===== src/rtl/hexdisp_pkg.sv =====
// Shared types and constants for the hex text-line renderer and its buffer.
package hexdisp_pkg;

    localparam logic [7:0] CHAR_SPACE = 8'h10;
    localparam int         GLYPH_W    = 8;
    localparam int         GLYPH_H    = 16;
    localparam int         MAX_CHARS  = 64;

    typedef logic [3:0] nibble_t;
    typedef logic [5:0] char_idx_t;

    typedef enum logic {
        BUF_IDLE,
        BUF_PENDING
    } buf_state_t;

    // char_mem code for one character cell: a hex digit, or the space glyph when empty
    function automatic logic [7:0] glyphCode(input logic valid, input nibble_t nib);
        return valid ? {4'h0, nib} : CHAR_SPACE;
    endfunction

endpackage


===== src/rtl/hex_line_buf.sv =====
// Shadow/display character buffers for one hex text line.
// The writer edits the shadow copy freely; a commit is copied into the
// display copy only on a frame_start, so a frame never shows a half-update.
module hex_line_buf
    import hexdisp_pkg::*;
#(
    parameter int NCHARS = 64
) (
    input  logic      clk,
    input  logic      rst_n,
    input  logic      i_wr_en,
    input  char_idx_t i_wr_addr,
    input  nibble_t   i_wr_nibble,
    input  logic      i_clr,
    input  logic      i_commit,
    input  logic      i_frame_start,
    input  char_idx_t i_rd_idx,
    output nibble_t   o_rd_nibble,
    output logic      o_rd_valid,
    output logic      o_busy
);

    buf_state_t r_state;
    buf_state_t w_nextState;

    logic [MAX_CHARS-1:0][3:0] r_shadowNib;
    logic [MAX_CHARS-1:0][3:0] r_dispNib;
    logic [MAX_CHARS-1:0]      r_shadowValid;
    logic [MAX_CHARS-1:0]      r_dispValid;

    logic w_wrOk;
    logic w_doCopy;

    assign w_wrOk   = i_wr_en && (int'(i_wr_addr) < NCHARS);
    assign w_doCopy = i_frame_start && (r_state == BUF_PENDING);

    // Commit state register
    always_ff @(posedge clk) begin
        if (!rst_n) r_state <= BUF_IDLE;
        else        r_state <= w_nextState;
    end

    // A commit arriving on the copy cycle keeps the request alive for one more frame
    always_comb begin
        w_nextState = r_state;
        case (r_state)
            BUF_IDLE:    if (i_commit) w_nextState = BUF_PENDING;
            BUF_PENDING: if (i_frame_start && !i_commit) w_nextState = BUF_IDLE;
            default:     w_nextState = BUF_IDLE;
        endcase
    end

    // Valid bits: clear beats write, and the copy sees the pre-write shadow
    always_ff @(posedge clk) begin
        if (!rst_n) begin
            r_shadowValid <= '0;
            r_dispValid   <= '0;
        end else begin
            if (i_clr)       r_shadowValid           <= '0;
            else if (w_wrOk) r_shadowValid[i_wr_addr] <= 1'b1;
            if (w_doCopy)    r_dispValid             <= r_shadowValid;
        end
    end

    // Nibble storage needs no reset since every entry is gated by its valid bit
    always_ff @(posedge clk) begin
        if (!i_clr && w_wrOk) r_shadowNib[i_wr_addr] <= i_wr_nibble;
        if (w_doCopy)         r_dispNib              <= r_shadowNib;
    end

    assign o_rd_nibble = r_dispNib[i_rd_idx];
    assign o_rd_valid  = r_dispValid[i_rd_idx];
    assign o_busy      = (r_state == BUF_PENDING);

endmodule


===== src/rtl/hex_line_renderer.sv =====
// Draws one line of hex digits through an external char_mem glyph ROM.
// Stage 0 picks the character code and glyph row for the current pixel,
// char_mem answers combinationally, stage 1 picks the bit: 2-cycle latency.
module hex_line_renderer
    import hexdisp_pkg::*;
#(
    parameter int NCHARS = 64,
    parameter int X0     = 0,
    parameter int Y0     = 0
) (
    input  logic       clk,
    input  logic       rst_n,
    input  logic [9:0] h_cnt,
    input  logic [9:0] v_cnt,
    input  logic       video_on,
    input  logic       frame_start,
    input  logic       wr_en,
    input  logic [5:0] wr_addr,
    input  logic [3:0] wr_nibble,
    input  logic       clr,
    input  logic       commit,
    output logic       busy,
    output logic [7:0] glyph_data,
    output logic [3:0] glyph_row,
    input  logic [7:0] glyph_bits,
    output logic       pixel_on,
    output logic       pixel_valid
);

    logic [10:0] w_dxFull;
    logic [10:0] w_dyFull;
    logic [9:0]  w_dx;
    logic [9:0]  w_dy;
    logic        w_inReg;
    nibble_t     w_rdNibble;
    logic        w_rdValid;

    logic        r_inReg;
    logic [2:0]  r_bsel;
    logic        r_videoOn;

    // The extra top bit of the 11-bit difference flags a pixel left of / above the line
    assign w_dxFull = {1'b0, h_cnt} - 11'(X0);
    assign w_dyFull = {1'b0, v_cnt} - 11'(Y0);
    assign w_dx     = w_dxFull[9:0];
    assign w_dy     = w_dyFull[9:0];
    assign w_inReg  = video_on && !w_dxFull[10] && (w_dx < 10'(GLYPH_W * NCHARS))
                      && !w_dyFull[10] && (w_dy < 10'(GLYPH_H));

    hex_line_buf #(
        .NCHARS(NCHARS)
    ) u_buf (
        .clk          (clk),
        .rst_n        (rst_n),
        .i_wr_en      (wr_en),
        .i_wr_addr    (wr_addr),
        .i_wr_nibble  (wr_nibble),
        .i_clr        (clr),
        .i_commit     (commit),
        .i_frame_start(frame_start),
        .i_rd_idx     (w_dx[8:3]),
        .o_rd_nibble  (w_rdNibble),
        .o_rd_valid   (w_rdValid),
        .o_busy       (busy)
    );

    // Stage 0: register the char_mem address plus the bit select it will need
    always_ff @(posedge clk) begin
        if (!rst_n) begin
            glyph_data <= CHAR_SPACE;
            glyph_row  <= '0;
            r_inReg    <= 1'b0;
            r_bsel     <= '0;
            r_videoOn  <= 1'b0;
        end else begin
            glyph_data <= glyphCode(w_inReg && w_rdValid, w_rdNibble);
            glyph_row  <= w_inReg ? w_dy[3:0] : 4'h0;
            r_inReg    <= w_inReg;
            r_bsel     <= w_dx[2:0];
            r_videoOn  <= video_on;
        end
    end

    // Stage 1: leftmost pixel of a glyph is its MSB
    always_ff @(posedge clk) begin
        if (!rst_n) begin
            pixel_on    <= 1'b0;
            pixel_valid <= 1'b0;
        end else begin
            pixel_on    <= r_inReg && glyph_bits[3'd7 - r_bsel];
            pixel_valid <= r_videoOn;
        end
    end

endmodule


===== config.mk =====
export PLATFORM = sky130hd
export DESIGN_NAME = hex_line_renderer
export DESIGN_NICKNAME = d
export VERILOG_FILES = /design/src/rtl/hexdisp_pkg.sv /design/src/rtl/hex_line_buf.sv /design/src/rtl/hex_line_renderer.sv
export SDC_FILE = /design/constraint.sdc
export NUM_CORES = 1
export LEC_CHECK = 0
export CORE_MARGIN = 2
export CORE_UTILIZATION = 50
export DETAILED_ROUTE_END_ITERATION = 8
export MAX_ROUTING_LAYER = met4
export PLACE_DENSITY = 0.67
export SYNTH_ARGS = -nofsm -noshare
export SYNTH_HDL_FRONTEND = slang
export SYNTH_SLANG_ARGS = --single-unit

===== constraint.sdc =====
create_clock -name clk -period 22.5 [get_ports clk]
set_clock_uncertainty 0.1 [all_clocks]
set_input_delay 3.375 -clock clk [delete_from_list [all_inputs] [get_ports clk]]
set_output_delay 3.375 -clock clk [all_outputs]
set_load 0.03 [all_outputs]

### Word level (Yosys, flattened, before mapping)

Index checks and enable logic that the tools add are counted.

| word-level totals | value |
|---|---|
| bits in registers | 660 |
| word-level logic and storage cells | 177 |

| cells by class | value |
|---|---|
| $add $sub $neg | 1 |
| magnitude comparators | 6 |
| mux-type cells | 15 |
| bitwise gates (word level) | 3 |
| reduce and logical (&&, ||, !) cells | 13 |

Operators with widths:

| operator | number |
|---|---|
| 256-bit bitwise mux | 1 |
| 64-bit OR | 1 |
| 4-bit binary-select mux with 6-bit select | 1 |
| 4-bit demux with 6-bit select | 1 |
| 6-bit by 7-bit less-than comparator with 1-bit output (second input constant) | 2 |
| 10-bit less-than comparator (second input constant) | 1 |
| 10-bit by 5-bit less-than comparator with 1-bit output (second input constant) | 1 |
| 1-bit logical AND | 8 |
| 4-bit two-way mux | 2 |
| 1-bit binary-select mux with 6-bit select | 1 |
| 1-bit demux with 6-bit select | 1 |
| 6-bit by 1-bit >= comparator with 1-bit output (second input constant) | 1 |
| 1-bit two-way mux | 5 |
| 5-bit two-way mux | 1 |
| 3-bit by 4-bit less-than comparator with 1-bit output (second input constant) | 1 |
| 2-bit AND reduction | 2 |
| 1-bit binary-select mux with 3-bit select | 1 |
| 3-bit subtractor (first input constant) | 1 |
| 1-bit logical NOT | 2 |
| 1-bit inverter | 2 |
| 1-bit case mux with 2 select lines | 1 |
| 2-bit OR reduction | 1 |

### Logic depth before layout (Yosys ltp)

| depth | value |
|---|---|
| word-level depth | 5 |
| mapped depth | 10 |
| depth with buffers taken out | 5 |

### By module

From an unflattened synthesis, not the netlist that was laid out.

| second synthesis, totals | value |
|---|---|
| cell total of the unflattened synthesis | 1366 |
| area total of the unflattened synthesis | 23383.7 sq um |

Modules (own cells, without submodules):

| module | times used | cells an instance | area an instance (sq um) | sequential area each (sq um) |
|---|---|---|---|---|
| hex_line_buf | 1 | 1321 | 22858.2 | 17957.2 |
| hex_line_renderer | 1 | 45 | 525.5 | 320.3 |

### Least setup slack after synthesis

No wires, ideal clock.

| timing path | value |
|---|---|
| kind | input to register |
| start | in frame_start |
| end | reg u_buf.r_dispNib[0] (netlist name) (enable) |
| data arrival time | 10.626 ns |
| slack | 11.051 ns |
| stages on the path | 3 |
| path buffers | 1 |
| cell sequence | nand2_1 > inv_1 > clkbuf_1 |

| on the way | value |
|---|---|
| cells in the longest elaborated chain, start to end | 1 |

RTL lines:

| item | line | RTL |
|---|---|---|
| start, declared | hex_line_renderer.sv:16 | `input logic frame_start,` |
| 1-bit logical AND | hex_line_buf.sv:35 | `assign w_doCopy = i_frame_start && (r_state == BUF_PENDING);` |
| net u_buf.w_doCopy | hex_line_buf.sv:32 | `logic w_doCopy;` |
| end signal, assigned | hex_line_buf.sv:68 | `if (w_doCopy) r_dispNib <= r_shadowNib;` |
| end, declared | hex_line_buf.sv:27 | `logic [MAX_CHARS-1:0][3:0] r_dispNib;` |

The timed path passes the listed nets, and every way through them passes these cells.
A chain may end at the register's enable or synchronous reset.

### Final worst setup path

| timing path | value |
|---|---|
| start | in frame_start |
| end | reg u_buf.r_dispNib[112] (netlist name) (enable) |

| on the way | value |
|---|---|
| cells in the longest elaborated chain, start to end | 1 |

RTL lines:

| item | line |
|---|---|
| 1-bit logical AND | hex_line_buf.sv:35 |

Every way passes these cells.

==> qor.yml <==
worst_setup_path:
  cp.required_ps: 22600
  cpMostUsedCell: "buf_4"
  worstReg2RegStart: "u_buf.o_busy"
  crit_type: "in2reg"
  cpLargestDelayFamily: "buffers and inverters"
  reg2reg_slack_ps: 18400
  crit_path_start_kind: "input pin"
  cp_num_cells: 6
  cpMaxStageDelayCell: "buf_4"
  crit_fanout: 153
  end_kind: "register"
  crit_path_cell_trace: "clkdlybuf4s50_1 -> nand2_2 -> buf_4 -> inv_8 -> buf_4 -> buf_4"
  r2r_end: "u_buf.r_dispNib[112]"
  crit_arrival_ps: 7120
  crit_buf_inv: 5
  slowest_delay_ps: 900
  reg2reg_depth: 5
  endpoint: "u_buf.r_dispNib[112]"
  setup.worst_path.start: "frame_start"
synthesis:
  synth_edf_count: 512
  synth_area_leaders: "edfxtp_1 65%, dfxtp_1 12%, mux4_2 3.5%"
  synth_xor_area_share_pct: 0
  yosysSeqAreaShare_pct: 77.6
  synth_cell_types: 44
  synth_common_cells: "512 x edfxtp_1, 172 x nand2_1, 145 x dfxtp_1, 140 x nor2_1, 73 x mux2i_1"
  synth_top_area_cell: "edfxtp_1"
  synth_compound_area_share_pct: 4.77
  synthAdderAreaFrac_pct: 0
  yosys-mux-area-fraction_pct: 8.58
  synth.most_common_cell: "edfxtp_1"
  synth_top_family_by_area: "multiplexers"
  async_reset_ff_share_pct: 0
  syn_avg_cell_area_um2: 16.3
  synth_area_um2: 23600
  yosysWarnings: 0
  syn-instance-count: 1443
  synth-seq-cells: 657
  ys.flop_type: "edfxtp_1"
  netlist.area_leader.share_pct: 65.2
  synth-simple-area-share_pct: 7.40
outcome:
  status: "finished clean"
run:
  maxCapViolations: 0
cts:
  root_buffer: "clkbuf_16"
  cts.sinks: 657
  clk_pin_slew_worst_paths_ps: 60
  cts_made_buffers: 67
  cts_tree: "yes"
  cts_buffer_depth: 3
  clock_latency_ps: 590
  cts_hold_buffers: 0
  cts_resized: 0
  postCtsSetupBuffers: 0
  cts_max_level: 3
placement:
  dpl.hpwl_mm: 28.0
  port-buffer-count: 56
  dp_cells: 2044
  place_area_um2: 24600
  place.gp.congestion: 0.838
timing:
  setup_tns_ps: 0
  rsz0062_at_grt: "no"
  fin_crit_sh_pct: 31.2
  hold_slack_ps: 308
  clock.fmax_mhz: 143
  drv_slew: 0
  slew_headroom_pct: 28.9
  setup_violations: 0
  fin_crit_ps: 7020
  hold_violations: 0
  worst_slew_pin_slew_ps: 1070
global_routing:
  grt_pass1_vias: 12300
  antenna_found_initial: 0
  grt_max_degree: 154
  track_usage_pct: 19.8
  grt_overflow: 0
  grt_pass1_wl_mm: 71.3
floorplan:
  initial_core_util_pct: 50.6
  fp.dieW_um: 221
  rows: 79
  die_h_um: 221
  design.core.area_um2: 46600
  die-area_um2: 48900
  ios: 60
layout:
  nets: 1551
  finalNonFillerCells: 2162
  fin_area_um2: 26600
  fill_cells: 3505
  syn_to_final_growth_pct: 13.0
  drive_gt1_share_pct: 10.4
detailed_routing:
  wl_per_cell_um: 21.4
  detail_route.vias_per_cell: 5.54
  vias: 12000
  dr.pass1.iters: 5
  drc_errors: 0
  routed_wl_mm: 46.2
  detail-route-antenna-nets: 0
  dr.first_iter.drc_count: 962
hold_path:
  hp-start: "u_buf.r_shadowNib[1]"
  hold_class: "reg2reg"
pwr:
  power_density_nw_per_um2: 91.4
  leakage_uw: 0.00869
  peakVddDrop_v: 0.0000672
per-layer routing:
metal / vias to the layer above / part of all wire (%) / global-route usage [%]
met3: 113 / 5.5 / 3.57
met2: 338 / 49 / 31.1
met4: 0 / 3.3 / 8.16
met5: - / 0 / -
li1: 5510 / - / -
met1: 6026 / 43 / 25.8
final cells by class:
cell class	count	area (um2)	share of cell area [%]
Sequential cell	657	18300	68.6
Clock buffer	83	1740	6.52
Multi-Input combinational cell	702	4900	18.4
Timing Repair Buffer	76	676	2.54
Tap cell	607	759	2.85
Antenna cell	2	5.00	0.0188
Inverter	2	15.0	0.0564
Clock inverter	33	264	0.991
worst reg2reg max path, cell delays in order (launching register included):
cell	delay (ps)
dfxtp_1	360
nand2_2	60
buf_4	330
inv_8	760
buf_4	1030
buf_4	1020
where the power goes:
part           internal, uW  switching (uW)
Sequential             1320            3.93
Combinational          32.0            61.5
Clock                   567             451
worst min-delay path by stage:
| stage | end | slack [ps] | cells after the start |
|---|---|---|---|
| global placement | u_buf.r_dispNib[96] | 300 | 0 |
| floorplan | u_buf.r_dispNib[0] | 300 | 0 |
| detailed placement | u_buf.r_dispNib[107] | 300 | 0 |
| global route | u_buf.r_dispNib[3] | 320 | 0 |
| CTS | u_buf.r_dispNib[103] | 300 | 0 |
| finish | u_buf.r_dispNib[1] | 310 | 0 |
cells in the final DEF, fill, tap and decap left out, drive strengths merged, types with 7 or more instances in the layout:
cell type        n
clkdlybuf4s50   48
dfxtp          145
nor2           140
inv              7
nor2b            8
clkinv          25
mux2i           73
a21oi           68
buf             28
nand4            8
nand3           17
mux4            54
edfxtp         512
and2            20
a21boi          64
clkbuf          83
nand2          172
a22oi           22
state kept, by name, summed over array words and instances, names as in the netlist:
name and cells:
pixel_on 1, u_buf.r_dispNib 256, u_buf.r_shadowValid 64, u_buf.r_dispValid 64, u_buf.o_busy 1, glyph_data 5, r_videoOn 1, r_bsel 3
r_inReg 1, glyph_row 4, u_buf.r_shadowNib 256, pixel_valid 1
kinds of logic (layout without fill, tap and decap cells):
| logic type | count (synthesis) | in the layout |
|---|---|---|
| muxes | 128 | 128 |
| other | 1 | 5 |
| and+or+nand+nor | 401 | 401 |
| AOI/OAI and AO/OA | 170 | 170 |
| DFF | 657 | 657 |
| buffers and inverters | 86 | 194 |
through the flow:
step | setup WS [ps] | power [uW] | utilization [%]
after CTS | 15500 | 2450 | 57.2
after global placement | 14960 | 1440 | 52.9
after detailed placement | 14880 | 1440 | 52.9
final | 15480 | 2430 | 57.2
after global routing | 15180 | 2510 | 57.2
after floorplan | 11050 | 1410 | -
Power figures use the tool's default switching activity.
